`src/rtl/seg_pkg.sv`:
```
// Shared character codes and helpers for the 4-digit 7-segment scanner.
// Pure definitions, no latency; no flow control involved.
package seg_pkg;

    typedef logic [4:0] char_t;
    typedef logic [6:0] seg_t;

    localparam char_t CH_0     = 5'd0;
    localparam char_t CH_1     = 5'd1;
    localparam char_t CH_2     = 5'd2;
    localparam char_t CH_3     = 5'd3;
    localparam char_t CH_4     = 5'd4;
    localparam char_t CH_5     = 5'd5;
    localparam char_t CH_6     = 5'd6;
    localparam char_t CH_7     = 5'd7;
    localparam char_t CH_8     = 5'd8;
    localparam char_t CH_9     = 5'd9;
    localparam char_t CH_A     = 5'd10;
    localparam char_t CH_B     = 5'd11;
    localparam char_t CH_C     = 5'd12;
    localparam char_t CH_D     = 5'd13;
    localparam char_t CH_E     = 5'd14;
    localparam char_t CH_F     = 5'd15;
    localparam char_t CH_H     = 5'd16;
    localparam char_t CH_L     = 5'd17;
    localparam char_t CH_P     = 5'd18;
    localparam char_t CH_N     = 5'd19;
    localparam char_t CH_O     = 5'd20;
    localparam char_t CH_U     = 5'd21;
    localparam char_t CH_DASH  = 5'd22;
    localparam char_t CH_UNDER = 5'd23;
    localparam char_t CH_T     = 5'd24;
    localparam char_t CH_R     = 5'd25;
    localparam char_t CH_Y     = 5'd26;
    localparam char_t CH_BLANK = 5'd31;

    localparam seg_t SEG_OFF = 7'h7F;

    // Message producers drive when something upstream goes wrong.
    localparam logic [19:0] MSG_ERR = {CH_BLANK, CH_E, CH_R, CH_R};

    // Everything latched at the start of a frame, so a frame never tears.
    typedef struct packed {
        logic [19:0] disp;
        logic [3:0]  blink;
        logic [3:0]  dp;
    } frame_t;

    localparam frame_t FRAME_RST = '{disp: {4{CH_BLANK}}, blink: 4'b0000, dp: 4'b0000};

    function automatic char_t char_at(input logic [19:0] d, input logic [1:0] s);
        char_t r;
        case (s)
            2'd0:    r = d[4:0];
            2'd1:    r = d[9:5];
            2'd2:    r = d[14:10];
            default: r = d[19:15];
        endcase
        return r;
    endfunction

endpackage

```
`src/rtl/seg_decode.sv`:
```
// Character code to active-low {g,f,e,d,c,b,a} segment pattern.
// Combinational, zero latency; no flow control.
module seg_decode
    import seg_pkg::*;
(
    input  char_t code_i,
    output seg_t  seg_o
);

    always_comb begin
        seg_o = SEG_OFF;
        case (code_i)
            CH_0:     seg_o = 7'b1000000;
            CH_1:     seg_o = 7'b1111001;
            CH_2:     seg_o = 7'b0100100;
            CH_3:     seg_o = 7'b0110000;
            CH_4:     seg_o = 7'b0011001;
            CH_5:     seg_o = 7'b0010010;
            CH_6:     seg_o = 7'b0000010;
            CH_7:     seg_o = 7'b1111000;
            CH_8:     seg_o = 7'b0000000;
            CH_9:     seg_o = 7'b0010000;
            CH_A:     seg_o = 7'b0001000;
            CH_B:     seg_o = 7'b0000011;
            CH_C:     seg_o = 7'b1000110;
            CH_D:     seg_o = 7'b0100001;
            CH_E:     seg_o = 7'b0000110;
            CH_F:     seg_o = 7'b0001110;
            CH_H:     seg_o = 7'b0001001;
            CH_L:     seg_o = 7'b1000111;
            CH_P:     seg_o = 7'b0001100;
            CH_N:     seg_o = 7'b0101011;
            CH_O:     seg_o = 7'b0100011;
            CH_U:     seg_o = 7'b1000001;
            CH_DASH:  seg_o = 7'b0111111;
            CH_UNDER: seg_o = 7'b1110111;
            CH_T:     seg_o = 7'b0000111;
            CH_R:     seg_o = 7'b0101111;
            CH_Y:     seg_o = 7'b0010001;
            default:  seg_o = SEG_OFF;
        endcase
    end

endmodule

```
`src/rtl/seg_scan.sv`:
```
// Scans four frame-coherent character codes onto a common-anode 4-digit display.
// Outputs registered, one cycle behind the scan counters; no backpressure, display free-runs.
module seg_scan
    import seg_pkg::*;
#(
    parameter int unsigned DIV       = 50000,
    parameter int unsigned DEAD      = 500,
    parameter int unsigned BLINK_DIV = 125
) (
    input  logic        clk,
    input  logic        rst,
    input  logic [19:0] disp,
    input  logic [3:0]  blink,
    input  logic [3:0]  dp_in,
    output logic [3:0]  an,
    output logic [6:0]  seg,
    output logic        dp,
    output logic        frame_tick
);

    localparam int unsigned PW = (DIV > 2) ? $clog2(DIV) : 1;
    localparam int unsigned BW = (BLINK_DIV > 1) ? $clog2(BLINK_DIV) : 1;
    localparam logic [PW-1:0] PCNT_LAST = PW'(DIV - 1);
    localparam logic [PW-1:0] DEAD_C    = PW'(DEAD);
    localparam logic [BW-1:0] FCNT_LAST = BW'(BLINK_DIV - 1);

    logic [PW-1:0] pcnt_q, pcnt_d;
    logic [1:0]    slot_q, slot_d;
    logic [BW-1:0] fcnt_q, fcnt_d;
    logic          bphase_q, bphase_d;
    frame_t        frame_q, frame_d;

    logic [3:0]    an_d;
    seg_t          seg_d;
    logic          dp_d;
    logic          tick_d;

    logic          slot_end;
    logic          frame_start;
    logic          frame_end;
    logic          en;
    char_t         cur_code;
    seg_t          cur_seg;

    assign slot_end    = (pcnt_q == PCNT_LAST);
    assign frame_start = (pcnt_q == '0) && (slot_q == 2'd3);
    assign frame_end   = slot_end && (slot_q == 2'd0);

    assign cur_code = char_at(frame_q.disp, slot_q);

    seg_decode u_dec (
        .code_i (cur_code),
        .seg_o  (cur_seg)
    );

    // Blink phase advances between frames so a digit never flickers mid-slot.
    always_comb begin
        pcnt_d   = slot_end ? '0 : pcnt_q + 1'b1;
        slot_d   = slot_end ? slot_q - 2'd1 : slot_q;
        fcnt_d   = fcnt_q;
        bphase_d = bphase_q;
        frame_d  = frame_q;
        if (frame_end) begin
            if (fcnt_q == FCNT_LAST) begin
                fcnt_d   = '0;
                bphase_d = ~bphase_q;
            end else begin
                fcnt_d = fcnt_q + 1'b1;
            end
        end
        if (frame_start) begin
            frame_d = '{disp: disp, blink: blink, dp: dp_in};
        end
    end

    always_comb begin
        en     = (pcnt_q >= DEAD_C) && !(bphase_q && frame_q.blink[slot_q]);
        an_d   = en ? ~(4'b0001 << slot_q) : 4'b1111;
        seg_d  = en ? cur_seg : SEG_OFF;
        dp_d   = en ? ~frame_q.dp[slot_q] : 1'b1;
        tick_d = frame_start;
    end

    always_ff @(posedge clk or negedge rst) begin
        if (!rst) begin
            pcnt_q     <= '0;
            slot_q     <= 2'd3;
            fcnt_q     <= '0;
            bphase_q   <= 1'b0;
            frame_q    <= FRAME_RST;
            an         <= 4'b1111;
            seg        <= SEG_OFF;
            dp         <= 1'b1;
            frame_tick <= 1'b0;
        end else begin
            pcnt_q     <= pcnt_d;
            slot_q     <= slot_d;
            fcnt_q     <= fcnt_d;
            bphase_q   <= bphase_d;
            frame_q    <= frame_d;
            an         <= an_d;
            seg        <= seg_d;
            dp         <= dp_d;
            frame_tick <= tick_d;
        end
    end

endmodule

```
`config.mk`:
```
export PLATFORM = sky130hd
export DESIGN_NAME = seg_scan
export DESIGN_NICKNAME = d
export VERILOG_FILES = /design/src/rtl/seg_pkg.sv /design/src/rtl/seg_decode.sv /design/src/rtl/seg_scan.sv
export SDC_FILE = /design/constraint.sdc
export NUM_CORES = 1
export LEC_CHECK = 0
export ABC_AREA = 1
export BUFFER_PORTS_ARGS = -buffer_cell sky130_fd_sc_hd__buf_2
export CAP_MARGIN = 20
export CORE_MARGIN = 2
export CORE_UTILIZATION = 53
export DETAILED_ROUTE_END_ITERATION = 7
export HOLD_SLACK_MARGIN = 0.08
export PLACE_DENSITY = 0.82
export SETUP_SLACK_MARGIN = 0.1
export SYNTH_ARGS = -nofsm -noshare
export SYNTH_HDL_FRONTEND = slang
export SYNTH_HIERARCHICAL = 1
export SYNTH_SLANG_ARGS = --single-unit
```
`constraint.sdc`:
```
create_clock -name clk -period 2.21 [get_ports clk]
set_input_delay 0.442 -clock clk [delete_from_list [all_inputs] [get_ports clk]]
set_output_delay 0.442 -clock clk [all_outputs]
set_load 0.01 [all_outputs]
```
# Word-level counts from Yosys, hierarchy flattened
# Memories as Yosys holds them, arrays and structs flattened.
# Cells that the tools add are included.
dict set report totals {
  ff_bits 67
  rom_bits 224
  out_inout_bits 13
  word_cells 44
  memories 1
}
dict set report classes {
  addsub 3
  n_lt_le_gt_ge 2
  eq_ne 5
  shifts 1
  muxes 10
  n_bitwise 3
  n_reduce_logical 8
}
# memory depth width rd rd_clocked_by_memory_dff write_ports line_no
set memory_table {}
lappend memory_table {{(no name shown)} 32 7 1 0 0 seg_decode.sv:12} ;# case (code_i)
# op count
set op_table {}
lappend op_table {{16-bit by 1-bit adder with 16-bit output (second input constant)} 1}
lappend op_table {{16-bit equality test (second input constant)} 1}
lappend op_table {{16-bit by 9-bit greater-or-equal comparator with 1-bit output (second input constant)} 1}
lappend op_table {{16-bit zero test} 1}
lappend op_table {{16-bit 2-to-1 mux} 1}
lappend op_table {{5-bit case mux with 3 select lines} 1}
lappend op_table {{7-bit 2-to-1 mux} 2}
lappend op_table {{7-bit by 1-bit adder with 7-bit output (second input constant)} 1}
lappend op_table {{7-bit equality test (second input constant)} 1}
lappend op_table {{1-bit binary-select mux with 2-bit select} 2}
lappend op_table {{2-bit equality test (second input constant)} 2}
lappend op_table {{1-bit logical AND} 4}
lappend op_table {{4-bit 2-to-1 mux} 1}
lappend op_table {{4-bit inverter} 1}
lappend op_table {{1-bit by 2-bit << shifter with 4-bit output (first input constant)} 1}
lappend op_table {{2-bit by 3-bit < comparator with 1-bit output (second input constant)} 1}
lappend op_table {{1-bit 2-to-1 mux} 3}
lappend op_table {{2-bit by 1-bit equality test with 1-bit output (second input constant)} 1}
lappend op_table {{2-bit zero test} 1}
lappend op_table {{1-bit inverter} 2}
lappend op_table {{2-bit AND reduction} 1}
lappend op_table {{2-bit by 1-bit subtractor with 2-bit output (second input constant)} 1}
lappend op_table {{1-bit zero test} 1}

# Depth between registers and ports, before layout
# Gate-level depths: netlist of run 1.
dict set report depth {
  word_depth 6
  mapped_depth 16
  ltp_nobuf 15
}

# Modules after synthesis
# The synthesis of run 1 kept the hierarchy.
# module n_inst cells_per_inst area_per_inst_um2
set by_module_without_submodules {}
lappend by_module_without_submodules {seg_scan 1 416 3326.9}
lappend by_module_without_submodules {seg_decode 1 98 504.2}

# Least setup slack after synthesis of run 1
# Ideal clock, no wire load.
dict set report synth_timing {
  path_kind {register -> register}
  from {reg slot_q[0]}
  to {reg seg[3]}
  arrival_time_ns 2.284
  required_time_ns 2.150
  path_slack_ns -0.134
  path_stages_with_launch 17
  path_buffers 1
  synth_period_minus_slack_ns 2.344
  path_cell_list {dfstp_2 > inv_1 > ha_1 > clkbuf_1 > nand2_1 > a31oi_1 > inv_1 > ha_1 > inv_1 > nand2_1 > nand2_1 > nand2_1 > nand2_1 > nand2_1 > nand2_1 > inv_1 > nand2_1}
}
dict set report synth_between {
  elab_cells_between_ends 11
}
# element line_no
set synth_rtl {}
lappend synth_rtl {{start, declared} seg_scan.sv:28} ;# logic [1:0] slot_q, slot_d;
lappend synth_rtl {{start signal, assigned} seg_scan.sv:97} ;# slot_q <= slot_d;
lappend synth_rtl {{2-bit equality test (tied with other cells)} seg_pkg.sv:53} ;# case (s)
lappend synth_rtl {{5-bit case mux with 3 select lines (*)} seg_pkg.sv:53}
lappend synth_rtl {{named net cur_code[0]} seg_scan.sv:42} ;# char_t cur_code;
lappend synth_rtl {{memory 32 x 7 bit (*)} n/a}
lappend synth_rtl {{named net cur_seg[3]} seg_scan.sv:43} ;# seg_t cur_seg;
lappend synth_rtl {{7-bit 2-to-1 mux (*)} seg_scan.sv:79} ;# seg_d = en ? cur_seg : SEG_OFF;
lappend synth_rtl {{named net seg_d[3]} seg_scan.sv:34} ;# seg_t seg_d;
lappend synth_rtl {{end signal, assigned} seg_scan.sv:102} ;# seg <= seg_d;
lappend synth_rtl {{end, declared} seg_scan.sv:16} ;# output logic [6:0] seg,
# Mark *: on every way through the listed nets, which the timed path passes. The rest lies on a longest branch. The select of a mux whose other input is x is not followed.
# A chain may end at the register's enable or synchronous reset.

# Worst setup path in the final report of run 1
dict set report layout_timing {
  from {reg slot_q[1]}
  to {reg seg[4]}
}
# The elaborated chain is that of the path after synthesis.

==> results of run 1 <==
## logic make-up (layout without fill, tap and decap cells)
| group | Yosys count | in the layout |
|---|---|---|
| XOR/XNOR | 7 | 7 |
| AO/OA/AOI/OAI | 42 | 42 |
| buffers and inverters | 74 | 138 |
| AND/OR/NAND/NOR | 309 | 309 |
| adder cells (fa/ha/maj) | 15 | 15 |
| flip-flops | 67 | 67 |
## registers in the layout (all words and copies together) (netlist names)
name and cells:
frame_tick 1, pcnt_q 16, slot_q 2, seg 7, an 4, fcnt_q 7, bphase_q 1, dp 1
frame_q 28
## worst reg2reg max path, cell delays in order, from the launching register on
cell and delay (ns):
dfstp_2 0.64, clkinvlp_4 0.21, ha_4 0.24, nand2_2 0.08, a31oi_4 0.13, inv_4 0.12
ha_1 0.24, nand2_1 0.10, a21oi_1 0.16, o21ai_0 0.11, nand2_1 0.07, inv_1 0.04
nand2_1 0.05
## metal layers
| metal | global-route usage [%] | up-vias | part of all wire [%] | wire, um |
|---|---|---|---|---|
| li1 | - | 1721 | - | - |
| met1 | 28.6 | 1697 | 41 | 3800 |
| met2 | 43.5 | 124 | 52 | 4820 |
| met3 | 5.91 | 20 | 5.6 | 526 |
| met4 | 7.46 | 0 | 2.0 | 184 |
| met5 | 0 | - | 0 | 0 |
## worst max path at each step
stage / end / slack, ns / cells after the start / from
after global routing: seg[4] / -0.1 / 12 / slot_q[1]
after CTS: seg[3] / 0.09 / 15 / slot_q[1]
after detailed placement: seg[3] / -0.04 / 14 / slot_q[0]
after global placement: seg[3] / 0.05 / 14 / slot_q[0]
after floorplan: seg[3] / 0.11 / 16 / slot_q[0]
final: seg[4] / -0.04 / 12 / slot_q[1]
## placed cells by master, fill, tap and decap left out, types with 10 or more instances in the layout
cell      synthesis  layout
nand2_1         195     187
nand3_1          56      56
inv_1            54      49
nor2_1           45      43
buf_2             7      43
dfstp_2          34      34
dfrtp_1          33      33
buf_4             3      15
o21ai_0          14      13
a21oi_1          14      12
clkbuf_8          0      10
## final cells by class
| cell class | instances | area share (%) |
|---|---|---|
| multi-input cells | 373 | 42.0 |
| clock inverters | 5 | 0.648 |
| repair buffers | 66 | 9.59 |
| well taps | 96 | 2.59 |
| flip-flops and latches | 67 | 37.1 |
| clock buffers | 11 | 3.05 |
| inverters | 56 | 5.00 |
## synthesized netlist by cell type (6+ instances only)
cell type  instances  share of area, %
nor2_1            45               4.4
o21ai_0           14               1.8
nand3_1           56               7.3
dfrtp_1           33                22
buf_6              6               1.8
a21oi_1           14               1.8
nand2_1          195                19
dfstp_2           34                23
inv_1             54               5.3
ha_1              15               4.9
buf_2              7              0.91
## metrics by stage
| stage | instance area, sq um | hold WS, ns |
|---|---|---|
| finish | 4630 | 0.0846 |
| global route | 4630 | 0.128 |
| CTS | 4430 | 0.0993 |
| detailed placement | 4180 | 0.456 |
| global placement | 4180 | 0.452 |
| floorplan | 3870 | 0.146 |
## what timing repair did
| item | 4_1_cts | 5_1_grt |
|---|---|---|
| gates resized for setup | 9 | 36 |
| endpoints found under the setup margin | 7 | 7 |
| buffers inserted | 5 | 5 |
| pin swaps | 2 | 12 |
| cloned | 0 | 1 |
## report_power, final
part | switching (uW) | internal [uW]
sequential | 0 | 1230
combinational | 32.2 | 22.6
clock | 477 | 432
==> impl_metrics.py, run 1 <==
metrics = {
    "synthesis": {
        "yosysUniqueCellTypes": 29,
        "synthArstFlopShare_pct": 100,
        "synth-compound-area-share_pct": 5.94,
        "synthCells": 514,
        "syn_area_sq_um": 3830,
        "synth_mux_area_share_pct": 0,
        "synth_top_family_by_area": "simple AND/OR/NAND/NOR gates",
        "syn_nets": 559,
        "avgSynthCellArea_sq_um": 7.45,
        "ys.flop_type": "dfstp_2",
        "synth-simple-area-share_pct": 33.4,
        "synth_fa_ha_area_share_pct": 4.90,
        "ys_seq_area_share_pct": 44.9,
        "synth_edf_count": 0,
        "synthXorXnorAreaFrac_pct": 1.60,
        "yosys_warnings": 6,
        "ys_ff_latch": 67,
    },
    "layout": {
        "diodes": 0,
        "multi_input_area_sq_um": 1940,
        "seq_area_sq_um": 1720,
        "drive_gt1_share_pct": 27.3,
        "final_cells": 674,
        "area_delta_synth_final_pct": 20.9,
        "final_core_util_pct": 67.0,
        "layout.nets": 618,
        "fillers": 598,
    },
    "critical_path": {
        "r2r_setup_slack_ns": -0.04,
        "critPathKind": "reg -> reg",
        "required_ns": 2.50,
        "worst_setup_path_start_kind": "register",
        "crit_path_top_delay_cell": "dfstp_2",
        "max_stage_delay_ns": 0.64,
        "crit_arrival_ns": 2.54,
        "cp-end-kind": "register",
        "rr_worst_depth": 12,
        "path_buf_inv": 3,
        "crit_top_cell": "nand2_1",
        "cp_max_fo": 6,
        "timing.rr.end": "seg[4]",
        "timing.rr.start": "slot_q[1]",
        "cp_top_family": "flip-flops",
        "path_cells": "clkinvlp_4, ha_4, nand2_2, a31oi_4, inv_4, ha_1, nand2_1, a21oi_1, o21ai_0, nand2_1, inv_1, nand2_1",
    },
    "clock_network": {
        "cts_tree": "built",
        "holdBufCountCts": 0,
        "clockBufferDepth": 2,
        "cts_buffers": 9,
        "cts.clk_slew.worst_paths_ns": 0.08,
        "clock-root-buffer": "clkbuf_8",
        "cts_sinks": 67,
        "clock_latency_ns": 0.35,
        "htree_num_levels": 3,
    },
    "detailed_routing": {
        "vias": 3562,
        "via_per_inst": 5.28,
        "drt-wirelength-per-cell_um": 13.8,
        "drtIter0Drc": 204,
        "drt_first_pass_iters": 5,
        "antenna_left": 0,
        "wirelength_mm": 9.33,
        "drc": 0,
    },
    "sta": {
        "layout_setup_ws_ns": -0.0374,
        "max-slew-margin-rel_pct": 61.8,
        "drv_slew": 0,
        "setup_violations": 1,
        "fin_worst_skew_ns": 0.0133,
        "period_share_pct": 102,
        "hold_violations": 0,
        "setup_tns_ns": -0.0374,
        "rsz0062_at_grt": "true",
        "fmax_mhz": 445,
        "post-route-min-period_ns": 2.25,
        "tightestPinTransition_ns": 0.573,
    },
    "die": {
        "core_sq_um": 6910,
        "die_h_um": 89.0,
        "ioPinCount": 43,
        "dieArea_sq_um": 7920,
        "start_util_pct": 55.5,
        "num_rows": 30,
        "die_w_um": 89.0,
    },
    "global_route": {
        "grt_max_degree": 30,
        "grt_first_pass_wirelength_mm": 14.9,
        "grt_pass1_vias": 3389,
        "antenna_found_initial": 0,
        "overflow": 0,
        "track_usage_pct": 24.2,
    },
    "pwr": {
        "p_leak_uw": 0.00229,
        "power.total_uw": 2190,
        "cellPowerDensity_nw_per_um2": 473,
        "worst_ir_drop_vdd_mv": 0.323,
    },
    "place": {
        "dpl_worst_slack_ns": -0.0367,
        "place_inst": 647,
        "gp_congestion": 0.921,
        "hpwl_mm": 6.04,
        "io_buffers": 42,
    },
    "status": {
        "status": "finished with violations",
        "violations": "negative setup slack",
    },
    "job": {
        "max_cap_viol_count": 0,
    },
    "hold_path": {
        "min-delay-path-class": "in -> async",
    },
}
(Power assumes the default switching activity.)
==> run 2: changes to the inputs <==
- CORE_UTILIZATION: 53 -> 55
- CTS_BUF_LIST: default -> sky130_fd_sc_hd__clkbuf_4 sky130_fd_sc_hd__clkbuf_8
- PLACE_DENSITY: 0.82 -> 0.85
==> run 2 against run 1 <==
Effect of this change: the flow still finishes with violations (negative setup slack); first-iteration DRC count is 57% higher; register-to-register slack about the same; clock skew down 0.0039 ns; hold slack gained 0.0064 ns; critical path type unchanged; largest cell class unchanged.
==> impl_metrics.py, run 2 (synthesis results as in run 1) <==
metrics = {
    "clock_network": {
        "cts_buffers": 9,
        "clock-root-buffer": "clkbuf_8",
        "htree_num_levels": 3,
        "clock_latency_ns": 0.36,
        "cts.clk_slew.worst_paths_ns": 0.08,
        "cts_tree": "built",
        "cts_sinks": 67,
        "clockBufferDepth": 2,
    },
    "status": {
        "violations": "negative setup slack",
        "status": "finished with violations",
    },
    "place": {
        "hpwl_mm": 6.02,
        "gp_congestion": 0.923,
        "place_area_sq_um": 4150,
        "io_buffers": 42,
        "dpl_worst_slack_ns": -0.0264,
    },
    "sta": {
        "holdWs_ns": 0.0910,
        "fin_worst_skew_ns": 0.00932,
        "drv_slew": 0,
        "fmax_mhz": 446,
        "setup_violations": 1,
        "layout_setup_ws_ns": -0.0343,
        "tightestPinTransition_ns": 0.445,
        "rsz0062_at_grt": "true",
        "hold_violations": 0,
        "max-slew-margin-rel_pct": 70.3,
        "post-route-min-period_ns": 2.24,
        "period_share_pct": 102,
    },
    "layout": {
        "largest_reg_flops": 28,
        "final_common_cell": "nand2_1",
        "design_area_sq_um": 4710,
        "diodes": 0,
        "top_regs": "frame_q: 28 flops, pcnt_q: 16 flops",
        "final_core_util_pct": 69.8,
        "largest-register": "frame_q",
        "area_delta_synth_final_pct": 23.1,
        "drive_gt1_share_pct": 29.7,
        "final_cell_mix": "nand2_1 (187), nand3_1 (55), inv_1 (47), buf_2 (44), nor2_1 (41)",
        "layout.nets": 625,
    },
    "critical_path": {
        "crit_path_top_delay_cell": "dfstp_2",
        "crit_arrival_ns": 2.52,
        "critPathKind": "reg -> reg",
        "r2r_setup_slack_ns": -0.03,
        "cp_top_family": "compound AO/OA/AOI/OAI gates",
        "cp-end-kind": "register",
        "rr_worst_depth": 13,
        "cp_max_fo": 5,
        "path_buf_inv": 5,
        "required_ns": 2.49,
        "timing.rr.start": "slot_q[0]",
        "max_stage_delay_ns": 0.60,
        "path_cells": "buf_6, ha_4, a21oi_4, a31oi_4, inv_4, buf_12, ha_4, inv_2, nor2_1, o21ai_1, o21ai_1, inv_1, nand2_1",
        "timing.rr.end": "seg[2]",
        "worst_setup_path_start_kind": "register",
    },
    "detailed_routing": {
        "drt_first_pass_iters": 7,
        "vias": 3683,
        "wirelength_mm": 10.3,
        "antenna_left": 0,
        "drt-wirelength-per-cell_um": 15.4,
        "drtIter0Drc": 320,
        "via_per_inst": 5.54,
        "drc": 0,
    },
    "die": {
        "dieArea_sq_um": 7650,
        "num_rows": 30,
        "die_w_um": 87.5,
        "core_sq_um": 6760,
        "ioPinCount": 43,
        "die_h_um": 87.5,
        "start_util_pct": 56.7,
    },
    "job": {
        "max_cap_viol_count": 0,
    },
    "hold_path": {
        "min-delay-path-class": "in -> async",
    },
    "pwr": {
        "worst_ir_drop_vdd_mv": 0.364,
        "p_leak_uw": 0.00235,
        "cellPowerDensity_nw_per_um2": 521,
        "power.total_uw": 2460,
    },
    "global_route": {
        "track_usage_pct": 25.9,
        "grt_max_degree": 68,
        "grt_first_pass_wirelength_mm": 15.3,
        "overflow": 0,
        "grt_pass1_vias": 3437,
        "antenna_found_initial": 0,
    },
}
## run 2: cell types whose count changed in the layout (fill, tap and decap cells not counted), moves of 2 or more
cell,change
ha_2,+4
nor2_4,+2
bufinv_16,+2
clkinv_2,-2
nor2_1,-2
inv_1,-2
buf_4,+6
inv_2,+3
ha_4,-3
## run 2: layout make-up
class,instances,area (sq um)
fill,497,2040
multi-input combinational,373,1960
sequential,67,1720
timing repair buffer,73,485
inverter,56,225
clock buffer,10,138
tap,80,100
clock inverter,6,88.8
## run 2: worst max path at each step
stage | from | to | slack, ns | cells after the start
floorplan | slot_q[0] | seg[3] | 0.11 | 16
global placement | slot_q[0] | seg[3] | 0.07 | 15
detailed placement | slot_q[0] | seg[3] | -0.03 | 15
CTS | slot_q[0] | seg[3] | 0.10 | 15
global route | slot_q[0] | seg[3] | -0.09 | 14
finish | slot_q[0] | seg[2] | -0.03 | 13
## run 2: per-stage QoR
step / cells / TNS, ns
after floorplan: 514 / 0
after global placement: 631 / 0
after detailed placement: 631 / -0.0264
after CTS: 655 / 0
after global routing: 665 / -0.252
final: 665 / -0.0343
## run 2: repair_timing
item / 4_1_cts / 5_1_grt
setup endpoints to repair: 7 / 7
setup buffers: 8 / 8
gates cloned: 0 / 2
resized for setup: 12 / 45
pin swaps: 3 / 10
hold buffers: 0 / 0
## run 2: power by group
group | switching (uW) | internal (uW) | total [uW]
Clock | 509 | 665 | 1170
Sequential | 0 | 1230 | 1230
Combinational | 31.5 | 21.7 | 53.2
## run 2: per-layer routing
layer | share of wire [%] | global-route usage (%) | up-vias
met5 | 0 | 0 | -
met4 | 2.9 | 12.3 | 0
met3 | 7.3 | 4.83 | 32
met2 | 49 | 44.4 | 187
met1 | 40 | 31.4 | 1724
li1 | - | - | 1740
